<file path="config.mk">
export PLATFORM = sky130hd
export DESIGN_NAME = reg_issue
export DESIGN_NICKNAME = d
export VERILOG_FILES = /design/src/rtl/cpu_pkg.sv /design/src/rtl/reg_file_8x8.sv /design/src/rtl/reg_issue.sv
export SDC_FILE = /design/constraint.sdc
export NUM_CORES = 1
export LEC_CHECK = 0
export ABC_AREA = 1
export CORE_MARGIN = 2
export CORE_UTILIZATION = 49
export DETAILED_ROUTE_END_ITERATION = 7
export PLACE_DENSITY = 0.77
export SETUP_SLACK_MARGIN = 0.2
export SLEW_MARGIN = 0
export SYNTH_ARGS = -nofsm -noshare
export SYNTH_HDL_FRONTEND = slang
export SYNTH_SLANG_ARGS = --single-unit
</file>
<file path="constraint.sdc">
create_clock -name clk -period 1.45 [get_ports clk]
set_clock_uncertainty 0.05 [all_clocks]
set_input_delay 0.145 -clock clk [delete_from_list [all_inputs] [get_ports clk]]
set_output_delay 0.145 -clock clk [all_outputs]
set_load 0.1 [all_outputs]
</file>
<file path="src/rtl/cpu_pkg.sv">
`default_nettype none
// ============================================================================
// Module   : cpu_pkg
// Purpose  : Shared widths, ALU op codes and instruction field positions
//            for the 8-bit CPU.
// Revision : 1.0 - initial release
// ============================================================================
package cpu_pkg;

    localparam int DATA_W = 8;
    localparam int NREGS  = 8;
    localparam int ADDR_W = 3;

    localparam logic [2:0] OP_AND = 3'b000;
    localparam logic [2:0] OP_OR  = 3'b001;
    localparam logic [2:0] OP_ADD = 3'b010;
    localparam logic [2:0] OP_SUB = 3'b110;
    localparam logic [2:0] OP_SLT = 3'b111;

    localparam int I_BIT  = 15;
    localparam int OP_HI  = 14;
    localparam int OP_LO  = 12;
    localparam int RD_HI  = 11;
    localparam int RD_LO  = 9;
    localparam int RS_HI  = 8;
    localparam int RS_LO  = 6;
    localparam int RT_HI  = 5;
    localparam int RT_LO  = 3;
    localparam int IMM_HI = 5;
    localparam int IMM_LO = 0;

endpackage
`default_nettype wire

</file>
<file path="src/rtl/reg_file_8x8.sv">
`default_nettype none
// ============================================================================
// Module   : reg_file_8x8
// Purpose  : Two-read / one-write register file with writeback bypass;
//            register 0 is hardwired to zero.
// Revision : 1.0 - initial release
// ============================================================================
module reg_file_8x8
    import cpu_pkg::*;
(
    input  logic              clk,
    input  logic              reset,
    input  logic              we,
    input  logic [ADDR_W-1:0] waddr,
    input  logic [DATA_W-1:0] wdata,
    input  logic [ADDR_W-1:0] raddr_a,
    input  logic [ADDR_W-1:0] raddr_b,
    output logic [DATA_W-1:0] rdata_a,
    output logic [DATA_W-1:0] rdata_b
);

    logic [DATA_W-1:0] regs_q [NREGS];
    logic [DATA_W-1:0] regs_d [NREGS];

    always_comb begin
        regs_d = regs_q;
        if (we && (waddr != '0)) begin
            regs_d[waddr] = wdata;
        end
    end

    always_ff @(posedge clk) begin
        if (reset) begin
            regs_q <= '{default: '0};
        end else begin
            regs_q <= regs_d;
        end
    end

    // Same-cycle writeback is forwarded so readers never see a stale value.
    always_comb begin
        rdata_a = regs_q[raddr_a];
        rdata_b = regs_q[raddr_b];
        if (we && (waddr == raddr_a)) rdata_a = wdata;
        if (we && (waddr == raddr_b)) rdata_b = wdata;
        if (raddr_a == '0) rdata_a = '0;
        if (raddr_b == '0) rdata_b = '0;
    end

endmodule
`default_nettype wire

</file>
<file path="src/rtl/reg_issue.sv">
`default_nettype none
// ============================================================================
// Module   : reg_issue
// Purpose  : Operand-issue stage: decode, register read with bypass,
//            scoreboard hazard stall and registered ALU handshake output.
//            Optional macro REG_ISSUE_IMM_EN enables the sign-extended
//            6-bit immediate on operand b.
// Revision : 1.0 - initial release
// ============================================================================
module reg_issue
    import cpu_pkg::*;
(
    input  logic              clk,
    input  logic              reset,
    input  logic              in_valid,
    output logic              in_ready,
    input  logic [15:0]       in_instr,
    input  logic              wb_en,
    input  logic [ADDR_W-1:0] wb_addr,
    input  logic [DATA_W-1:0] wb_data,
    output logic              out_valid,
    input  logic              out_ready,
    output logic [DATA_W-1:0] out_a,
    output logic [DATA_W-1:0] out_b,
    output logic [2:0]        out_op,
    output logic [ADDR_W-1:0] out_rd
);

    logic [2:0]        op;
    logic [ADDR_W-1:0] rd, rs, rt;
    logic              use_imm;
    logic [DATA_W-1:0] rdata_a, rdata_b, b_sel;
    logic              hazard, accept;

    logic              valid_q, valid_d;
    logic [DATA_W-1:0] a_q, a_d, b_q, b_d;
    logic [2:0]        op_q, op_d;
    logic [ADDR_W-1:0] rd_q, rd_d;
    logic [NREGS-1:0]  pending_q, pending_d;

    assign op = in_instr[OP_HI:OP_LO];
    assign rd = in_instr[RD_HI:RD_LO];
    assign rs = in_instr[RS_HI:RS_LO];
    assign rt = in_instr[RT_HI:RT_LO];

`ifdef REG_ISSUE_IMM_EN
    logic [2:0] unused_bits;
    assign unused_bits = in_instr[2:0];
    assign use_imm     = in_instr[I_BIT];
    assign b_sel       = use_imm ? {{(DATA_W-6){in_instr[IMM_HI]}}, in_instr[IMM_HI:IMM_LO]}
                                 : rdata_b;
`else
    logic [3:0] unused_bits;
    assign unused_bits = {in_instr[I_BIT], in_instr[2:0]};
    assign use_imm     = 1'b0;
    assign b_sel       = rdata_b;
`endif

    reg_file_8x8 u_reg_file (
        .clk     (clk),
        .reset   (reset),
        .we      (wb_en),
        .waddr   (wb_addr),
        .wdata   (wb_data),
        .raddr_a (rs),
        .raddr_b (rt),
        .rdata_a (rdata_a),
        .rdata_b (rdata_b)
    );

    // A source being written back this cycle is satisfied through the bypass.
    always_comb begin
        hazard = 1'b0;
        if (pending_q[rs] && !(wb_en && (wb_addr == rs)))             hazard = 1'b1;
        if (pending_q[rt] && !use_imm && !(wb_en && (wb_addr == rt))) hazard = 1'b1;
        if (pending_q[rd] && (rd != '0))                              hazard = 1'b1;
    end

    assign in_ready = !hazard && (!valid_q || out_ready);
    assign accept   = in_valid && in_ready;

    always_comb begin
        valid_d   = valid_q;
        a_d       = a_q;
        b_d       = b_q;
        op_d      = op_q;
        rd_d      = rd_q;
        pending_d = pending_q;
        if (wb_en) pending_d[wb_addr] = 1'b0;
        if (accept) begin
            valid_d = 1'b1;
            a_d     = rdata_a;
            b_d     = b_sel;
            op_d    = op;
            rd_d    = rd;
            if (rd != '0) pending_d[rd] = 1'b1;
        end else if (out_ready) begin
            valid_d = 1'b0;
        end
    end

    always_ff @(posedge clk) begin
        if (reset) begin
            valid_q   <= 1'b0;
            a_q       <= '0;
            b_q       <= '0;
            op_q      <= OP_AND;
            rd_q      <= '0;
            pending_q <= '0;
        end else begin
            valid_q   <= valid_d;
            a_q       <= a_d;
            b_q       <= b_d;
            op_q      <= op_d;
            rd_q      <= rd_d;
            pending_q <= pending_d;
        end
    end

    assign out_valid = valid_q;
    assign out_a     = a_q;
    assign out_b     = b_q;
    assign out_op    = op_q;
    assign out_rd    = rd_q;

endmodule
`default_nettype wire

</file>
Word-level counts from Yosys, hierarchy flattened
Cells that the tools add are included.
{ "word_totals": {"reg_bits": 95, "latch_bits": 0, "mem_bits_rw": 0, "romBits": 0, "input_bits": 32, "output_inout_bits": 24, "word_cells": 84, "memories": 0} }
{ "classes": {"n_addsub": 0, "n_mul": 0, "n_div": 0, "order_cmp": 10, "eq_ne": 2, "shifts": 0, "mux": 31, "bitwise_logic": 6, "reduce_logical": 21} }
{ "ops": {"columns": ["cell", "n"], "rows": [
  ["$mux 8", 12],
  ["$bwmux 64", 1],
  ["$bmux 8 s3", 2],
  ["$demux 8 s3", 1],
  ["$lt 3x4->1 const B", 4],
  ["$ge 4x4->1 const B", 3],
  ["$not 3->4", 3],
  ["$logic_and 1x1->1", 11],
  ["$mux 1", 10],
  ["$bmux 1 s3", 3],
  ["$and 8x8->8", 1],
  ["$not 8->8", 1],
  ["$or 8x8->8", 1],
  ["$demux 1 s3", 2],
  ["$eq 3x3->1", 2],
  ["$ge 3x1->1 const B", 2],
  ["$logic_not 3->1", 2],
  ["$reduce_bool 3->1", 2],
  ["$logic_not 1->1", 4],
  ["$lt 4x1->1 const B", 1],
  ["$reduce_bool 2->1", 1],
  ["$logic_or 1x1->1", 1]
]} }

Logic depth before layout (Yosys ltp)
Gate-level depths: netlist (run 1).
{ "depth": {"ltp_word": 11, "mapped_depth": 14, "mapped_depth_nobuf": 12} }

Cells and area by module
From an unflattened synthesis (run 1), not the netlist that was laid out.
{ "hier_totals": {"hier_cells": 855, "hier_area_um2": 5585.4} }
{ "modules_own_cells": {"columns": ["mod", "instances", "cells_per_inst", "area_each_um2", "seq_area_each_um2"], "rows": [
  ["reg_file_8x8", 1, 605, 3932.5, 1281.2],
  ["reg_issue", 1, 250, 1652.8, 620.6]
]} }

Least setup slack after synthesis (run 1)
Ideal clock, no wire load.
{ "synth_path": {"path_type": "reg-to-reg", "startpoint": "reg valid_q (netlist: out_valid)", "endpoint": "reg a_q[1] (netlist: out_a[1])", "setup_ns": 0.119, "arrival_time_ns": 1.768, "t_required_ns": 1.281, "path_slack_ns": -0.487, "stages_incl_launch_ff": 7, "path_buffers": 1, "synth_period_minus_slack_ns": 1.937, "path_cell_list": "dfxtp_1 nand2_1 nand2_2 nor2_8 buf_6 a21oi_1 nor2_1"} }
{ "synth_between": {"elab_chain_len": 4} }
{ "synth_lines": {"columns": ["element", "line", "source"], "rows": [
  ["from (decl)", "reg_issue.sv:35", "logic valid_q, valid_d;"],
  ["from (signal assigned)", "reg_issue.sv:111", "valid_q <= valid_d;"],
  ["$logic_not 1->1", "reg_issue.sv:79", "assign in_ready = !hazard && (!valid_q || out_ready);"],
  ["$logic_or 1x1->1", "reg_issue.sv:79", null],
  ["$logic_and 1x1->1", "reg_issue.sv:79", null],
  ["net in_ready", "reg_issue.sv:16", "output logic in_ready,"],
  ["$logic_and 1x1->1", "reg_issue.sv:80", "assign accept = in_valid && in_ready;"],
  ["to (signal assigned)", "reg_issue.sv:105", "a_q <= '0;"],
  ["to (signal assigned)", "reg_issue.sv:112", "a_q <= a_d;"],
  ["to (decl)", "reg_issue.sv:36", "logic [DATA_W-1:0] a_q, a_d, b_q, b_d;"]
]} }
The timed path passes the listed nets, and every way through them passes these cells.
A chain may end at the register's enable or synchronous reset.

Worst setup path after layout (run 1)
{ "layout_path": {"startpoint": "reg pending_q[7]", "endpoint": "out in_ready"} }
{ "layout_between": {"elab_chain_len": 8, "elab_cells_between_ends": 14, "classes_between": "mux: 9; reduce/logical: 5"} }
{ "layout_lines": {"columns": ["element", "line", "source"], "rows": [
  ["from (decl)", "reg_issue.sv:39", "logic [NREGS-1:0] pending_q, pending_d;"],
  ["from (signal assigned)", "reg_issue.sv:116", "pending_q <= pending_d;"],
  ["$bmux 1 s3", "reg_issue.sv:74", "if (pending_q[rs] && !(wb_en && (wb_addr == rs))) hazard = 1'b1;"],
  ["$mux 1 (not written as such)", "reg_issue.sv:74", null],
  ["$logic_and 1x1->1", "reg_issue.sv:74", null],
  ["$mux 1", "reg_issue.sv:74", null],
  ["$mux 1", "reg_issue.sv:75", "if (pending_q[rt] && !use_imm && !(wb_en && (wb_addr == rt))) hazard = 1'b1;"],
  ["$mux 1 *", "reg_issue.sv:76", "if (pending_q[rd] && (rd != '0)) hazard = 1'b1;"],
  ["$logic_not 1->1 *", "reg_issue.sv:79", null],
  ["$logic_and 1x1->1 *", "reg_issue.sv:79", null],
  ["to (decl)", "reg_issue.sv:16", null]
]} }
Every way passes the cells marked *; elsewhere a longest branch is shown, timed or not. The select of a mux whose other input is x is not followed.

==> results of run 1 <==
## cell usage after synthesis, types with 5 or more instances
| master | n | area [µm²] |
|---|---|---|
| a31oi_1 | 5 | 31.28 |
| buf_1 | 6 | 22.52 |
| o21ai_0 | 85 | 425.4 |
| dfxtp_1 | 95 | 1902 |
| a21oi_1 | 67 | 335.3 |
| or2_2 | 13 | 81.33 |
| nand3_1 | 127 | 635.6 |
| buf_2 | 18 | 90.09 |
| nand2_1 | 141 | 529.3 |
| o211ai_1 | 19 | 142.6 |
| nor2_1 | 142 | 533.0 |
| inv_1 | 52 | 195.2 |
| clkbuf_1 | 31 | 116.4 |
## flip-flops by register name, indices dropped and copies added (netlist names)
register	cells
u_reg_file.regs_q	64
out_op	3
out_b	8
out_rd	3
out_a	8
out_valid	1
pending_q	8
## report_power, final
group / switching (mW) / internal, mW / leakage (nW)
logic: 1.43 / 0.996 / 2.27
registers: 0.112 / 2.72 / 0.777
clock network: 0.971 / 0.722 / 0.0829
total: 2.51 / 4.44 / 3.13
## per-stage QoR
| step | instances | power (mW) | instance area, µm² |
|---|---|---|---|
| 6_report | 1083 | 6.952 | 7553 |
| 5_1_grt | 1083 | 7.184 | 7553 |
| 4_1_cts | 1079 | 6.758 | 7323 |
| 3_5_place_dp | 1046 | 4.805 | 6676 |
| 3_3_place_gp | 1046 | 4.775 | 6676 |
| 2_1_floorplan | 827 | 4.030 | 5288 |
## logic make-up after synthesis
family	after synthesis	synth area share
and+or+nand+nor	431	0.3535
buffers and inverters	121	0.09719
AOI/OAI and AO/OA	180	0.1845
DFF	95	0.3648
## layer usage
layer	GRT usage	routed length (µm)	vias to the layer above	part of all wire
li1	-	-	2950	-
met2	0.5570	9007	455	0.44
met5	0	0	-	0
met1	0.4381	7708	2951	0.38
met4	0.2124	1390	0	0.068
met3	0.07781	2235	118	0.11
## repair_timing
action,4_1_cts,5_1_grt
buffers inserted,12,4
endpoints found under the setup margin,87,71
pin swaps,30,19
gates cloned,5,0
resized for setup,77,53
endpoints found under the hold margin,0,0
## path summary, 6_finish.rpt
check                         from               endpoint  slack (ns)  depth (start not counted)
max                   pending_q[7]               in_ready       -0.48                         11
min                       in_valid           pending_q[5]        0.14                          3
max reg2reg           pending_q[7]               out_b[5]       -0.44                         16
min reg2reg  u_reg_file.regs_q[62]  u_reg_file.regs_q[62]        0.41                          2
## layout make-up
| type | instances | area [µm²] | area share |
|---|---|---|---|
| Tap cell | 136 | 170.2 | 0.02253 |
| Timing Repair Buffer | 164 | 1846 | 0.2443 |
| Sequential cell | 95 | 1914 | 0.2534 |
| Clock inverter | 2 | 15.01 | 0.001988 |
| Inverter | 60 | 231.5 | 0.03064 |
| Clock buffer | 14 | 162.7 | 0.02153 |
| Multi-Input combinational cell | 611 | 3207 | 0.4245 |
| Timing Repair inverter | 1 | 7.507 | 0.0009939 |
## worst reg2reg max path: stages (launching register included)
cell	delay, ns
dfxtp_2	0.33
inv_2	0.07
nand2_2	0.06
nand2_1	0.08
nand2_1	0.07
nor2_1	0.09
nor2_1	0.06
nor2_2	0.13
nand2_2	0.11
nor2_8	0.11
buf_6	0.13
buf_6	0.10
buf_12	0.11
buf_16	0.13
nand3_4	0.06
nand2_2	0.07
nor2_1	0.04
==> results.sh, run 1 <==
export IMPL_async_flop_share=0
export IMPL_gp_congestion=0.9750
export IMPL_required_ns=1.25
export IMPL_clk_pin_slew_worst_paths_ns=0.10
export IMPL_fin_crit_sh=1.333
export IMPL_clk_path_buf_depth=2
export IMPL_final_common_cell="nor2_1"
export IMPL_grt_max_degree=50
export IMPL_ant_nets=0
export IMPL_wl_per_cell_um=18.78
export IMPL_rows=37
export IMPL_cpLargestDelayFamily="simple AND/OR/NAND/NOR gates"
export IMPL_route_vias_total=6474
export IMPL_syn_num_nets=859
export IMPL_crit_type="flop to output port"
export IMPL_yosysWarnings=0
export IMPL_dieArea_um2=11480
export IMPL_layout_drive_gt1_share=0.2851
export IMPL_grt_overflow_total=0
export IMPL_grt_pass1_wl_um=31290
export IMPL_drc=0
export IMPL_relSlewSlack=0.7337
export IMPL_utilization=0.7317
export IMPL_fmaxAchievable_ghz=0.5174
export IMPL_place_hpwl_um=13090
export IMPL_tns_ns=-11.52
export IMPL_antenna_cells=0
export IMPL_hold_ws_ns=0.1436
export IMPL_cpMaxStageDelayCell="dfxtp_2"
export IMPL_violations="negative setup slack"
export IMPL_syn_cell_area_um2=5214
export IMPL_drtIter0Drc=778
export IMPL_ir_drop_uv=705.8
export IMPL_synth_cell_types=23
export IMPL_synth_edff_count=0
export IMPL_root_buffer="clkbuf_8"
export IMPL_preCtsSetupSlack_ns=-0.7453
export IMPL_crit_path_end_kind="output port"
export IMPL_final_cell_mix="nor2_1 (134), nand2_1 (128), nand3_1 (97)"
export IMPL_tritoncts="yes"
export IMPL_critPathMaxStageDelay_ns=0.33
export IMPL_finalSetupViolCount=31
export IMPL_synth_ff_type="dfxtp_1"
export IMPL_worstPathCellList="inv_2 -> nand2_2 -> nand2_1 -> nand2_1 -> nor2_1 -> nor2_1 -> nor2_2 -> nand2_2 -> nor2_8 -> buf_6 -> buf_12"
export IMPL_die_y_um=107.2
export IMPL_cts_buffers=9
export IMPL_start_kind="flop"
export IMPL_grt_antenna_before_repair=0
export IMPL_syn_instance_count=827
export IMPL_hold_class="input pin to flop"
export IMPL_cts_sinks=95
export IMPL_syn_to_final_growth_pct=44.88
export IMPL_cp_max_fo=3
export IMPL_arrival_ns=1.74
export IMPL_hold_buffers=0
export IMPL_fp_coreArea_um2=10320
export IMPL_ys_seq_elements=95
export IMPL_p_leak_nw=3.133
export IMPL_drv_cap=0
export IMPL_status="finished, violations left"
export IMPL_nNetsFinal=974
export IMPL_drv_slew=0
export IMPL_drtPass1Iterations=6
export IMPL_first_global_vias=6106
export IMPL_vias_per_cell=5.978
export IMPL_clkLatencyLatePin_ns=0.38
export IMPL_gr_usage_all_layers=0.3527
export IMPL_numPortBuffers=51
export IMPL_syn_area_per_cell_um2=6.304
export IMPL_start_util=0.5050
export IMPL_fp_dieW_um=107.2
export IMPL_fillers=752
export IMPL_rsz0062_at_grt="true"
export IMPL_final_hold_violation_count=0
export IMPL_setup_ws_ns=-0.4828
export IMPL_worst_slew_pin_slew_ns=0.3995
export IMPL_postRouteWirelength_um=20340
export IMPL_yosysSeqAreaShare=0.3648
export IMPL_powerDensity_nw_per_um2=920.4
export IMPL_cp_num_buf_inv=3
export IMPL_io_pin_count=56
export IMPL_post_route_min_period_ns=1.933
export IMPL_cts_max_level=3
Note: power is estimated with default switching activity, not from simulation.
==> inputs of run 2 (changes only) <==
Settings changed: SLEW_MARGIN 0 to 40.
==> results of run 2 <==
No change in the layout: final DEF, timing and power equal those of run 1.
